`src/rtl/bram_serial_ctrl.sv`:
```
// bram_serial_ctrl: serial command sequencer for port A of a RAMB18E1-class
// block RAM. Commands shift in MSB first on di_i and execute on stb_i. Read
// data streams back out MSB first on do_o, so three pins are enough to
// exercise the whole RAM.
//
// Command word, MSB first: {op[1:0], addr[ADDR_W-1:0], data[DATA_W-1:0]}
//   op 00 NOP, 01 WRITE, 10 READ, 11 FILL (addr .. all-ones, no wrap)
//
// Optional build macro BRAM_SERIAL_CTRL_PARITY_EN appends one LSB even-parity
// bit covering the whole command. A strobed command with bad parity is
// dropped and raises err_o.
//
// Ports:
//   clk, rst_n   clock (rising edge), asynchronous active-low reset
//   di_i         serial command input
//   stb_i        latch/execute strobe (sampled in IDLE only)
//   do_o         serial read-data output
//   busy_o       high while a command executes
//   done_o       one-cycle completion pulse
//   err_o        sticky error (strobe while busy, or bad parity)
//   ram_en_o     BRAM enable       (combinational decode of state)
//   ram_we_o     BRAM write enable (combinational decode of state)
//   ram_addr_o   BRAM address
//   ram_din_o    BRAM write data
//   ram_dout_i   BRAM read data
module bram_serial_ctrl #(
  parameter int unsigned ADDR_W   = 10,
  parameter int unsigned DATA_W   = 16,
  parameter int unsigned READ_LAT = 1
) (
  input  logic              clk,
  input  logic              rst_n,
  input  logic              di_i,
  input  logic              stb_i,
  output logic              do_o,
  output logic              busy_o,
  output logic              done_o,
  output logic              err_o,
  output logic              ram_en_o,
  output logic              ram_we_o,
  output logic [ADDR_W-1:0] ram_addr_o,
  output logic [DATA_W-1:0] ram_din_o,
  input  logic [DATA_W-1:0] ram_dout_i
);

`ifdef BRAM_SERIAL_CTRL_PARITY_EN
  localparam int unsigned PAR_W = 1;
`else
  localparam int unsigned PAR_W = 0;
`endif
  localparam int unsigned CMD_W = 2 + ADDR_W + DATA_W + PAR_W;
  localparam int unsigned LAT_W = 2;

  localparam logic [1:0] OP_NOP   = 2'b00;
  localparam logic [1:0] OP_WRITE = 2'b01;
  localparam logic [1:0] OP_READ  = 2'b10;

  typedef enum logic [2:0] {
    S_IDLE     = 3'd0,
    S_WRITE    = 3'd1,
    S_FILL     = 3'd2,
    S_RD_ISSUE = 3'd3,
    S_RD_WAIT  = 3'd4
  } state_e;

  state_e              state_q;
  logic [CMD_W-1:0]    cmd_shr_q;
  logic [ADDR_W-1:0]   addr_q;
  logic [DATA_W-1:0]   data_q;
  logic [DATA_W-1:0]   dout_shr_q;
  logic [LAT_W-1:0]    lat_q;
  logic                busy_q;
  logic                done_q;
  logic                err_q;

  logic [1:0]          cmd_op_c;
  logic [ADDR_W-1:0]   cmd_addr_c;
  logic [DATA_W-1:0]   cmd_data_c;
  logic                par_ok_c;
  logic                capture_c;

  // Command field decode straight off the shift register
  assign cmd_op_c   = cmd_shr_q[CMD_W-1 -: 2];
  assign cmd_addr_c = cmd_shr_q[CMD_W-3 -: ADDR_W];
  assign cmd_data_c = cmd_shr_q[PAR_W +: DATA_W];

`ifdef BRAM_SERIAL_CTRL_PARITY_EN
  assign par_ok_c = ~(^cmd_shr_q);
`else
  assign par_ok_c = 1'b1;
`endif

  // Last RD_WAIT cycle: BRAM output is valid on this edge
  assign capture_c = (state_q == S_RD_WAIT) && (lat_q == '0);

  // RAM port is a pure decode of state so reset drops ram_en_o at once
  assign ram_en_o   = (state_q == S_WRITE) || (state_q == S_FILL) ||
                      (state_q == S_RD_ISSUE);
  assign ram_we_o   = (state_q == S_WRITE) || (state_q == S_FILL);
  assign ram_addr_o = addr_q;
  assign ram_din_o  = data_q;

  assign do_o   = dout_shr_q[DATA_W-1];
  assign busy_o = busy_q;
  assign done_o = done_q;
  assign err_o  = err_q;

  // Command shift register, free running
  always_ff @(posedge clk or negedge rst_n) begin
    if (!rst_n) begin
      cmd_shr_q <= '0;
    end else begin
      cmd_shr_q <= {cmd_shr_q[CMD_W-2:0], di_i};
    end
  end

  // Output shift register; a read capture wins over the shift
  always_ff @(posedge clk or negedge rst_n) begin
    if (!rst_n) begin
      dout_shr_q <= '0;
    end else if (capture_c) begin
      dout_shr_q <= ram_dout_i;
    end else begin
      dout_shr_q <= {dout_shr_q[DATA_W-2:0], 1'b0};
    end
  end

  // Sequencer FSM with registered status outputs
  always_ff @(posedge clk or negedge rst_n) begin
    if (!rst_n) begin
      state_q <= S_IDLE;
      addr_q  <= '0;
      data_q  <= '0;
      lat_q   <= '0;
      busy_q  <= 1'b0;
      done_q  <= 1'b0;
      err_q   <= 1'b0;
    end else begin
      done_q <= 1'b0;
      case (state_q)
        S_IDLE: begin
          if (stb_i) begin
            if (!par_ok_c) begin
              err_q  <= 1'b1;
              done_q <= 1'b1;
            end else begin
              addr_q <= cmd_addr_c;
              data_q <= cmd_data_c;
              case (cmd_op_c)
                OP_NOP: begin
                  err_q  <= 1'b0;
                  done_q <= 1'b1;
                end
                OP_WRITE: begin
                  state_q <= S_WRITE;
                  busy_q  <= 1'b1;
                end
                OP_READ: begin
                  state_q <= S_RD_ISSUE;
                  busy_q  <= 1'b1;
                end
                default: begin
                  state_q <= S_FILL;
                  busy_q  <= 1'b1;
                end
              endcase
            end
          end
        end
        S_WRITE: begin
          state_q <= S_IDLE;
          busy_q  <= 1'b0;
          done_q  <= 1'b1;
        end
        S_FILL: begin
          // Stop after the all-ones address instead of wrapping to zero
          if (addr_q == '1) begin
            state_q <= S_IDLE;
            busy_q  <= 1'b0;
            done_q  <= 1'b1;
          end else begin
            addr_q <= addr_q + ADDR_W'(1);
          end
        end
        S_RD_ISSUE: begin
          state_q <= S_RD_WAIT;
          lat_q   <= LAT_W'(READ_LAT - 1);
        end
        S_RD_WAIT: begin
          if (lat_q == '0) begin
            state_q <= S_IDLE;
            busy_q  <= 1'b0;
            done_q  <= 1'b1;
          end else begin
            lat_q <= lat_q - LAT_W'(1);
          end
        end
        default: begin
          state_q <= S_IDLE;
          busy_q  <= 1'b0;
        end
      endcase
      // Strobe while busy is dropped but flagged
      if (stb_i && (state_q != S_IDLE)) begin
        err_q <= 1'b1;
      end
    end
  end

endmodule
```
`config.mk`:
```
export PLATFORM = sky130hd
export DESIGN_NAME = bram_serial_ctrl
export DESIGN_NICKNAME = d
export VERILOG_FILES = /design/src/rtl/bram_serial_ctrl.sv
export SDC_FILE = /design/constraint.sdc
export NUM_CORES = 1
export LEC_CHECK = 0
export BUFFER_PORTS_ARGS = -buffer_cell sky130_fd_sc_hd__buf_4
export CORE_ASPECT_RATIO = 1.4
export CORE_MARGIN = 5
export CORE_UTILIZATION = 55
export DETAILED_ROUTE_END_ITERATION = 10
export PLACE_DENSITY = 0.9
export SLEW_MARGIN = 20
export SYNTH_ARGS = -nofsm -noshare
export SYNTH_HDL_FRONTEND = slang
export SYNTH_SLANG_ARGS = --single-unit
```
`constraint.sdc`:
```
create_clock -name clk -period 1.95 [get_ports clk]
set_input_delay 0.4875 -clock clk [delete_from_list [all_inputs] [get_ports clk]]
set_output_delay 0.4875 -clock clk [all_outputs]
set_load 0.02 [all_outputs]
```
== Yosys cells after proc, flatten, opt, wreduce, memory -nomap -nowiden ==
Index checks and enable logic that the tools add are counted.
Cells by class
  bitwise operators: 1
  eq/ne operators: 13
  mux-type cells: 25
  add/sub/neg operators: 2
  reductions and logical operators: 19
Operator list (number)
  $mux W10: 2
  $pmux W10 S2: 1
  $mux W16: 1
  $mux W1: 12
  $pmux W3 S4: 1
  $add A10 B1 Y10 const B: 1
  $eq A10 B10 Y1 const B: 1
  $reduce_bool A2 Y1: 5
  $mux W3: 3
  $pmux W3 S3: 1
  $ne A2 B2 Y1 const B: 4
  $pmux W1 S4: 2
  $eq A3 B2 Y1 const B: 2
  $reduce_and A3 Y1: 2
  $reduce_and A5 Y1: 1
  $logic_not A2 Y1: 2
  $ne A2 B1 Y1 const B: 2
  $pmux W2 S2: 1
  $reduce_and A2 Y1: 2
  $reduce_and A4 Y1: 1
  $eq A3 B1 Y1 const B: 1
  $eq A3 B3 Y1 const B: 1
  $logic_not A3 Y1: 1
  $reduce_bool A3 Y1: 1
  other kinds (7): 9
Storage, ports and cells
  register bits after elaboration: 78
  input bits: 20

== Logic depth before layout (Yosys ltp) ==
Gate-level depths: netlist of run 1.
  depth after elaboration: 5
  mapped depth: 6
  depth with buffers taken out: 6

== Worst setup path after synthesis of run 1 ==
No wires, ideal clock.
  path kind: register -> register
  start: reg addr_q[0], in the netlist ram_addr_o[0]
  end: reg addr_q[1], in the netlist ram_addr_o[1]
  stages on the path, launching flop included: 6
  data arrival time: 1676 ps
  library setup time: 125 ps
  data required time: 1825 ps
  setup slack: 149 ps
  cells stage by stage: dfrtp_1 > ha_1 > nand4_2 > o31ai_2 > nand2_2 > mux2_2
On the way
  cells in the longest elaborated chain, start to end: 3
  elaborated cells between the ends (all ways): 6
  classes of those cells: 1 x add/sub; 2 x eq/ne; 2 x mux; 1 x reduce/logical
RTL lines
  from (decl): line 68  | logic [ADDR_W-1:0] addr_q;
  from (signal assigned): line 147  | addr_q <= cmd_addr_c;
  from (signal assigned): line 182  | addr_q <= addr_q + ADDR_W'(1);
  $add A10 B1 Y10 / $eq A10 B10 Y1 (equally long branches): line 182, 177
  $mux W10 / $ne A2 B2 Y1 (equally long branches)
  $pmux W10 S2 / $reduce_and A3 Y1 (equally long branches)
Several ways; a longest one is shown, not always the timed one. The select of a mux whose other input is x is not followed.
A chain may end at the register's enable or synchronous reset.

== Worst setup path after layout of run 1 ==
  start: reg state_q[1]
  end: out ram_we_o
On the way
  cells in the longest elaborated chain, start to end: 2
  elaborated cells between the ends (all ways): 3
  classes of those cells: 2 x eq/ne; 1 x reduce/logical
RTL lines
  from (decl): line 66  | state_e state_q;
  from (signal assigned): line 131  | state_q <= S_IDLE;
  from (signal assigned): line 155  | state_q <= S_WRITE;
  from (signal assigned): line 159  | state_q <= S_RD_ISSUE;
  $eq A3 B1 Y1 / $eq A3 B2 Y1 (equally long branches): line 99  | assign ram_we_o = (state_q == S_WRITE) || (state_q == S_FILL);
  $logic_or A1 B1 Y1 (*): line 99
  to (decl): line 40  | output logic ram_we_o,
Mark *: on every way between the ends. The rest lies on a longest branch, timed or not.

==> impl_metrics.json, run 1 <==
{
  "finalSetupViolCount": 0,
  "rsz0062_at_grt": "no",
  "syn_nets": 284,
  "antenna_left": 0,
  "power.ir.vdd_worst_mv": 0.618,
  "worst_slew_margin_rel_pct": 74.8,
  "post_drt_via_cell_ratio": 5.41,
  "finalWeightedCongestion": 0.865,
  "cts_root_buffer": "sky130_fd_sc_hd__clkbuf_8",
  "h_tree_depth_reported_by_cts": 3,
  "grt_pass1_wl_microns": 10900,
  "syn-instance-count": 260,
  "crit_path_end_kind": "output port",
  "first_iter_violations": 147,
  "detailedRoute.firstPassIterationCount": 4,
  "crit_path_start_kind": "flop",
  "largest_net_degree_at_the_start_of_global_routing": 38,
  "postSynthRegisterBits": 78,
  "synth.top_cells.by_area": "sky130_fd_sc_hd__dfrtp_1 (64%), sky130_fd_sc_hd__nand2_1 (8.2%), sky130_fd_sc_hd__mux2_2 (5.9%)",
  "syn_area_sq_um": 3060,
  "worstSkewPairLatency_ps": 340,
  "shortest_clock_period_the_worst_path_allows_after_layout_ps": 1800,
  "postPlaceCellArea_sq_um": 3590,
  "via_count_of_the_first_global_routing_pass": 2306,
  "share_of_final_layout_standard_cells_stronger_than_drive_strength_1_pct": 31.1,
  "power_density_nw_per_um2": 814,
  "floorplan.die.width_microns": 73.0,
  "worst_pin_slew_ps": 378,
  "crit_required_ps": 1460,
  "floorplan.die.height_microns": 98.2,
  "drv_cap": 0,
  "worstHoldPathType": "input port to async pin",
  "setup_total_negative_slack_ps": 0,
  "synth.top_cells.by_count": "sky130_fd_sc_hd__dfrtp_1 (78), sky130_fd_sc_hd__nand2_1 (67), sky130_fd_sc_hd__mux2_2 (16)",
  "cts_sinks": 78,
  "final.setup_skew_ps": 7.45,
  "critPathLaunch": "state_q[1]",
  "achievable-frequency_mhz": 555,
  "design_power_total_w": 0.00312,
  "p_leak_nw": 1.89,
  "average_instance_area_after_synthesis_sq_um": 11.8,
  "r2r_cells": 4,
  "hpwl_microns": 4400,
  "clock_tree_from_tritoncts": "built",
  "grt_remaining_overflow": 0,
  "design.portCount": 52,
  "yosys_most_used_dff": "sky130_fd_sc_hd__dfrtp_1",
  "rows": 32,
  "cp_data_arrival_time_ps": 1310,
  "final_min_period_over_clock_period_pct": 92.4,
  "clock_buffer_count_from_cts": 9,
  "synth_sequential_area_ratio_pct": 63.9,
  "critPathKind": "flop to output port",
  "final_nets": 350,
  "worst_hold_margin_ps": 47.0,
  "total_via_count_after_detailed_routing": 2157,
  "fp.coreArea_sq_um": 5450,
  "worstReg2RegStart": "state_q[0]",
  "synth_most_common_cell": "sky130_fd_sc_hd__dfrtp_1",
  "outcome": "finished clean",
  "grt.total_usage_pct": 19.6,
  "grt_antenna_before_repair": 0,
  "post_synth_num_cell_types": 42,
  "finish.instance_area_sq_um": 3830,
  "floorplan.die_area_sq_um": 7170,
  "floorplan.initialDensity_pct": 56.1,
  "yosys.area.top_type_share_pct": 63.9,
  "drc_errors": 0,
  "final_util_pct": 70.4,
  "critical_path_peak_fanout": 11,
  "postSynth.asyncResetShare_pct": 100,
  "detail_route.wl_per_cell_microns": 15.7,
  "synth.largest_area_cell": "sky130_fd_sc_hd__dfrtp_1",
  "route.final.wire_length_microns": 6280,
  "final-max-slew-violation-count": 0,
  "worst_setup_hold_path_clk_slew_ps": 80,
  "timing.final.hold_violations": 0,
  "io_buffers": 51,
  "area_delta_synth_final_pct": 25.3,
  "synth_edf_count": 0,
  "yosys_warnings": 0,
  "clk_path_buf_depth": 2,
  "filler_cell_count": 386,
  "insertedDiodeCount": 0
}
==> cell usage in the layout, fill, tap and decap left out, types with 4 or more instances in the layout <==
cell and instances:
sky130_fd_sc_hd__a21oi_1 6, sky130_fd_sc_hd__dfrtp_1 78, sky130_fd_sc_hd__clkbuf_8 11, sky130_fd_sc_hd__nand3_1 5
sky130_fd_sc_hd__nor3_1 6, sky130_fd_sc_hd__nor2_1 12, sky130_fd_sc_hd__ha_1 4, sky130_fd_sc_hd__buf_4 63
sky130_fd_sc_hd__inv_1 8, sky130_fd_sc_hd__nand2_1 67, sky130_fd_sc_hd__o21ai_0 7, sky130_fd_sc_hd__mux2_2 16
==> state kept, by name, summed over array words and instances (netlist names) <==
register	flops
busy_o	1
cmd_shr_q	28
done_o	1
dout_shr_q	16
err_o	1
lat_q	2
ram_addr_o	10
ram_din_o	16
state_q	3
==> cell families after synthesis <==
family | after synthesis | synth area share, %
AND/OR/NAND/NOR | 105 | 16.6
flip-flops | 78 | 63.9
buffers and inverters | 17 | 2.46
multiplexers | 18 | 6.55
XOR/XNOR | 2 | 0.573
AO/OA/AOI/OAI | 36 | 8.35
adder cells (fa/ha/maj) | 4 | 1.64
==> timing repair <==
action | 4_1_cts | 5_1_grt
setup buffers | 0 | 0
hold endpoints to repair | 0 | 0
endpoints found under the setup margin | 0 | 1
hold buffers | 0 | 0
resized for setup | 0 | 1
==> critical path: stages (launching register included) <==
cell,delay (ps)
sky130_fd_sc_hd__dfrtp_1,380
sky130_fd_sc_hd__buf_4,190
sky130_fd_sc_hd__xnor2_1,130
sky130_fd_sc_hd__nor2_1,110
sky130_fd_sc_hd__buf_4,150
==> stage by stage <==
stage                     setup slack [ps]  std cells
after floorplan                        149        260
after global placement                 233        383
after detailed placement               182        383
after CTS                              146        399
after global routing                  33.7        399
final                                  149        399
==> area by class of cell <==
class                           instances  area, sq um  share of cell area, %
Timing Repair Buffer                   64          493                   12.9
Clock buffer                           12          155                   4.05
Inverter                                8         30.0                  0.784
Multi-Input combinational cell        165         1040                   27.1
Tap cell                               68         85.1                   2.22
Clock inverter                          4         77.6                   2.02
Sequential cell                        78         1950                   50.9
==> routing by layer <==
| layer | vias to the layer above | GRT usage [%] | wire [microns] |
|---|---|---|---|
| met4 | 0 | 6.68 | 102 |
| li1 | 1019 | - | - |
| met5 | - | 0 | 0 |
| met1 | 1066 | 24.7 | 2550 |
| met3 | 12 | 5.87 | 338 |
| met2 | 60 | 31.9 | 3290 |
==> worst paths after layout <==
path,end,slack (ps)
setup / recovery,ram_we_o,150
hold / removal,cmd_shr_q[9],50
setup reg to reg,ram_addr_o[3],170
hold reg to reg,cmd_shr_q[24],380
max in group asynchronous,lat_q[1],1380
min in group clk,cmd_shr_q[0],250
==> power breakdown <==
part           total (W)  switching (W)  internal [W]  leakage (nW)
clock            0.00137       0.000568      0.000799         0.117
sequential       0.00167      0.0000201       0.00165         0.972
combinational  0.0000857      0.0000466     0.0000391         0.800
total            0.00312       0.000634       0.00249          1.89
Power figures use the tool's default switching activity.
==> run 2: changes to the inputs <==
Settings changed: CORE_UTILIZATION 55 to 50, GPL_TIMING_DRIVEN from default to 1, PLACE_DENSITY 0.9 to 0.87.
Clock period 1.95 ns to 1.44 ns, I/O delays scaled along.
==> run 2 against run 1 <==
Power is 35% higher. Core utilization rose by 8.5 points. The run now ends with setup timing left. Design area rose by 22%. Critical path type is now flop to flop. Hold slack lost 37 ps. Flip-flop and latch count unchanged. Combinational power rose by 49%. Sequential power is 36% higher. Count of clock-buffer cells in the layout decreased by 2. Clock power increased by 33%.
==> impl_metrics.json, run 2 (synthesis gave the netlist of run 1 again) <==
{
  "finalWeightedCongestion": 0.875,
  "floorplan.die.height_microns": 103,
  "worst_hold_margin_ps": 10.5,
  "design.portCount": 52,
  "cts_sinks": 78,
  "regToRegSetupSlack_ps": -230,
  "hpwl_microns": 4880,
  "reg2reg_to": "ram_addr_o[3]",
  "fp.coreArea_sq_um": 5900,
  "final_util_pct": 78.9,
  "insertedDiodeCount": 0,
  "worst_slew_margin_rel_pct": 73.5,
  "final.setup_skew_ps": 7.70,
  "clock_buffer_count_from_cts": 9,
  "p_leak_nw": 2.28,
  "dpl_worst_slack_ps": -214,
  "post_drt_via_cell_ratio": 5.54,
  "largest_register_ffs": 28,
  "crit_path_start_kind": "flop",
  "largest-register": "cmd_shr_q",
  "drc_errors": 0,
  "timing.final.hold_violations": 0,
  "violations": "setup timing",
  "detailedRoute.firstPassIterationCount": 4,
  "crit_path_max_incr_delay_ps": 440,
  "final_nets": 398,
  "critPathKind": "flop to flop",
  "finalWorstSetupSlack_ps": -233,
  "mostFrequentLayoutCells": "sky130_fd_sc_hd__buf_4 (80), sky130_fd_sc_hd__dfrtp_1 (75), sky130_fd_sc_hd__nand2_1 (38), sky130_fd_sc_hd__buf_6 (25), sky130_fd_sc_hd__nand2_2 (23)",
  "clk_path_buf_depth": 2,
  "r2r_cells": 4,
  "drv_cap": 0,
  "finalSetupViolCount": 47,
  "achievable-frequency_mhz": 598,
  "critical_path_peak_fanout": 5,
  "grt.total_usage_pct": 20.2,
  "route.final.wire_length_microns": 8880,
  "share_of_final_layout_standard_cells_stronger_than_drive_strength_1_pct": 54.1,
  "grt_remaining_overflow": 0,
  "leading_cell_type_in_the_layout_fill_and_taps_excluded": "sky130_fd_sc_hd__buf_4",
  "outcome": "complete, but fails checks",
  "floorplan.die.width_microns": 76.1,
  "placed_cells": 414,
  "total_via_count_after_detailed_routing": 2486,
  "grt_pass1_wl_microns": 12700,
  "area_delta_synth_final_pct": 52.4,
  "power.ir.vdd_worst_mv": 0.773,
  "grt_antenna_before_repair": 0,
  "slowest_stage_cell_cp": "sky130_fd_sc_hd__or3b_4",
  "detail_route.wl_per_cell_microns": 19.8,
  "largest_net_degree_at_the_start_of_global_routing": 79,
  "final_min_period_over_clock_period_pct": 116,
  "first_iter_violations": 103,
  "io_buffers": 51,
  "floorplan.initialDensity_pct": 51.8,
  "cp_data_arrival_time_ps": 1910,
  "via_count_of_the_first_global_routing_pass": 2707,
  "crit_path_end_kind": "flop",
  "final-max-slew-violation-count": 0,
  "power_density_nw_per_um2": 905,
  "final-instance-count-excl-fill": 449,
  "worst_pin_slew_ps": 398,
  "worst_setup_hold_path_clk_slew_ps": 90,
  "rsz0062_at_grt": "yes",
  "cts_root_buffer": "sky130_fd_sc_hd__clkbuf_8",
  "rows": 33,
  "worstReg2RegStart": "state_q[2]",
  "worstSkewPairLatency_ps": 350,
  "crit_required_ps": 1680,
  "shortest_clock_period_the_worst_path_allows_after_layout_ps": 1670,
  "worstHoldPathType": "input port to async pin",
  "critPathLaunch": "state_q[2]",
  "floorplan.die_area_sq_um": 7800,
  "h_tree_depth_reported_by_cts": 3,
  "clock_tree_from_tritoncts": "built",
  "antenna_left": 0,
  "crit_chain": "or3b_4 > or3_1 > o21ai_1 > o2bb2a_2",
  "cts_hold_repair.buffers": 0
}
==> run 2: cell types whose count changed in the layout (fill, tap and decap cells not counted), sizes merged <==
cell,before,now
buf,64,111
clkbuf,12,11
clkinv,1,3
==> run 2: worst max path at each step <==
stage / to / depth (start not counted)
6_report: ram_addr_o[3] / 4
5_1_grt: ram_addr_o[5] / 7
4_1_cts: ram_we_o / 4
3_5_place_dp: ram_addr_o[3] / 4
3_3_place_gp: ram_addr_o[3] / 4
2_1_floorplan: ram_addr_o[3] / 5
==> run 2: repair_timing <==
| action | in CTS | in global routing |
|---|---|---|
| gates resized for setup | 37 | 63 |
| gates cloned | 1 | 1 |
| endpoints found under the setup margin | 48 | 56 |
| setup buffers | 11 | 7 |
| pin swaps | 15 | 40 |
==> run 2: report_power, final <==
group          switching [W]  internal (W)  total [W]  leakage [nW]
Clock               0.000827      0.000992    0.00182         0.111
Combinational      0.0000712     0.0000570   0.000128          1.20
Sequential         0.0000391       0.00223    0.00227         0.968
Total               0.000938       0.00328    0.00422          2.28
==> run 2: layer usage <==
layer  vias to the layer above  global-route usage, %  part of all wire [%]
met3                        27                   5.51                   5.3
met5                         -                      0                     0
met2                        87                   37.1                    55
met1                      1255                   22.5                    36
li1                       1117                      -                     -
met4                         0                   7.27                   3.3
==> run 2: layout make-up <==
type                            count  area (sq um)
Inverter                            8          30.0
Clock buffer                       10           128
Clock inverter                      6          95.1
Timing Repair Buffer              112          1020
Multi-Input combinational cell    165          1350
Fill cell                         331          1250
Tap cell                           70          87.6
Sequential cell                    78          1960
==> run 2: metrics by stage <==
step	cell area (sq um)	total power [W]	TNS (ps)
global placement	3900	0.00242	-3800
global route	4660	0.00437	-10030
floorplan	3130	0.00231	-3430
finish	4660	0.00422	-7190
detailed placement	3900	0.00243	-5260
CTS	4350	0.00423	-5420
==> run 2: critical path, delay by kind of cell (launching register included) <==
kind               cells  cell delay (ps)
DFF                    1              410
AOI/OAI and AO/OA      2              350
and+or+nand+nor        2              800
==> run 3: changes to the inputs <==
Settings changed: CORE_UTILIZATION 50 to 52, CTS_BUF_LIST from default to sky130_fd_sc_hd__clkbuf_8, PLACE_DENSITY 0.87 to 0.9.
==> run 3 against run 2 <==
Critical path depth rose by 2. The run still ends with setup timing left. Die area shrank 3.4%. Core utilization is 0.50 points lower. Combinational power up 8%. Cell count rose by 0.89%. Worst setup slack worse by 130 ps. Clock power down 20%. Count of clock-buffer cells in the layout unchanged.
==> impl_metrics.json, run 3 (synthesis gave the netlist of run 1 again) <==
{
  "detail_route.wl_per_cell_microns": 19.0,
  "crit_chain": "or3b_4 > buf_6 > buf_6 > or4_4 > nand3_2 > a31o_2",
  "finalWeightedCongestion": 0.906,
  "floorplan.initialDensity_pct": 52.9,
  "placed_cells": 411,
  "setup_total_negative_slack_ps": -10100,
  "cts_sinks": 78,
  "worst_slew_margin_rel_pct": 73.2,
  "postPlaceCellArea_sq_um": 3880,
  "final-instance-count-excl-fill": 453,
  "achievable-frequency_mhz": 554,
  "clock_tree_from_tritoncts": "built",
  "design.portCount": 52,
  "slowest_stage_cell_cp": "sky130_fd_sc_hd__or3b_4",
  "h_tree_depth_reported_by_cts": 3,
  "fp.coreArea_sq_um": 5780,
  "clk_path_buf_depth": 2,
  "final.setup_skew_ps": 13.6,
  "filler_cell_count": 340,
  "final_min_period_over_clock_period_pct": 125,
  "hpwl_microns": 4720,
  "share_of_final_layout_standard_cells_stronger_than_drive_strength_1_pct": 47.8,
  "worst_pin_slew_ps": 399,
  "grt_antenna_before_repair": 0,
  "power_density_nw_per_um2": 852,
  "cts_root_buffer": "sky130_fd_sc_hd__clkbuf_8",
  "timing.final.hold_violations": 0,
  "leading_cell_type_in_the_layout_fill_and_taps_excluded": "sky130_fd_sc_hd__buf_4",
  "critPathTopFamily": "simple AND/OR/NAND/NOR gates",
  "drv_cap": 0,
  "grt.total_usage_pct": 22.3,
  "worstHoldPathType": "input port to flop",
  "grt_remaining_overflow": 0,
  "power.share.sequential_pct": 58.5,
  "largest_net_degree_at_the_start_of_global_routing": 37,
  "floorplan.die.width_microns": 74.8,
  "total_via_count_after_detailed_routing": 2505,
  "antenna_left": 0,
  "clock_buffer_count_from_cts": 9,
  "violations": "setup timing",
  "rsz0062_at_grt": "yes",
  "worst_setup_hold_path_clk_slew_ps": 90,
  "rows": 33,
  "crit_required_ps": 1730,
  "finish.instance_area_sq_um": 4530,
  "floorplan.die.height_microns": 101,
  "largest-register": "cmd_shr_q",
  "area_delta_synth_final_pct": 48.3,
  "dpl_worst_slack_ps": -202,
  "critical_path.n_buffers_inverters": 2,
  "critical_path_peak_fanout": 4,
  "switching_share_pct": 23.4,
  "p_leak_nw": 2.22,
  "power.share.combinational_pct": 3.6,
  "io_buffers": 51,
  "grt_pass1_wl_microns": 12500,
  "crit_path_start_kind": "flop",
  "crit_path_end_kind": "flop",
  "worstSkewPairLatency_ps": 360,
  "critPathKind": "flop to flop",
  "largest_register_ffs": 28,
  "shortest_clock_period_the_worst_path_allows_after_layout_ps": 1800,
  "detailedRoute.firstPassIterationCount": 4,
  "power.switching_w": 0.000903,
  "crit_path_max_incr_delay_ps": 430,
  "outcome": "complete, but fails checks",
  "path_common_cell": "sky130_fd_sc_hd__buf_6",
  "route.final.wire_length_microns": 8610,
  "power.ir.vdd_worst_mv": 0.838,
  "finalWorstSetupSlack_ps": -364,
  "cp_data_arrival_time_ps": 2090,
  "internal_power_w": 0.00296,
  "insertedDiodeCount": 0,
  "mostFrequentLayoutCells": "sky130_fd_sc_hd__buf_4 (83), sky130_fd_sc_hd__dfrtp_1 (75), sky130_fd_sc_hd__nand2_1 (60), sky130_fd_sc_hd__buf_6 (27), sky130_fd_sc_hd__mux2_4 (16)",
  "final-max-slew-violation-count": 0,
  "post_drt_via_cell_ratio": 5.53,
  "drc_errors": 0,
  "final_nets": 403,
  "multiInputGateArea_sq_um": 1230,
  "first_iter_violations": 180,
  "layout.area.seq_sq_um": 1960,
  "share_clk_of_total_power_pct": 37.9,
  "via_count_of_the_first_global_routing_pass": 2674,
  "floorplan.die_area_sq_um": 7530,
  "finalSetupViolCount": 50
}
run 3: power groups by stage:
stage | Combinational [W] | Sequential [W] | Clock (W)
after floorplan | 0.0000164 | 0.00230 | 0
after global placement | 0.000130 | 0.00230 | 0
after detailed placement | 0.000133 | 0.00230 | 0
after CTS | 0.000136 | 0.00226 | 0.00148
after global routing | 0.000155 | 0.00227 | 0.00158
final | 0.000138 | 0.00226 | 0.00146
run 3: metal layers:
metal  global-route usage, %  wire, microns
met2                    37.2           4470
met1                    26.1           3170
met3                    6.59            530
met5                       0              0
met4                    10.3            433
run 3: path summary, 6_finish.rpt:
kind / to / slack (ps) / start / cells past startpoint
max: ram_addr_o[6] / -360 / state_q[2] / 6
min: cmd_shr_q[0] / 120 / di_i / 1
max reg2reg: ram_addr_o[6] / -360 / state_q[2] / 6
min reg2reg: cmd_shr_q[19] / 380 / cmd_shr_q[18] / 0
max in group asynchronous: ram_addr_o[7] / 510 / rst_n / 3
min in group asynchronous: state_q[2] / 440 / rst_n / 2
run 3: repair_timing:
item,in CTS,in global routing
gates cloned,3,0
buffers inserted,14,14
hold buffers,1,0
endpoints found under the hold margin,20,0
pin swaps,10,14
gates resized for setup,24,46
endpoints found under the setup margin,47,57
run 3: layout make-up:
type,count,area share [%]
tap,70,1.93
multi-input combinational,165,27.1
inverter,8,0.663
clock inverter,5,0.745
sequential,78,43.2
clock buffer,10,3.04
timing repair buffer,117,23.4
run 3: metrics by stage:
step / power (W) / utilization, % / hold slack [ps]
floorplan: 0.00231 / - / 64.4
global placement: 0.00243 / 67.1 / 278
detailed placement: 0.00243 / 67.1 / 278
CTS: 0.00388 / 74.6 / 106
global route: 0.00400 / 78.4 / 96.4
finish: 0.00386 / 78.4 / 116
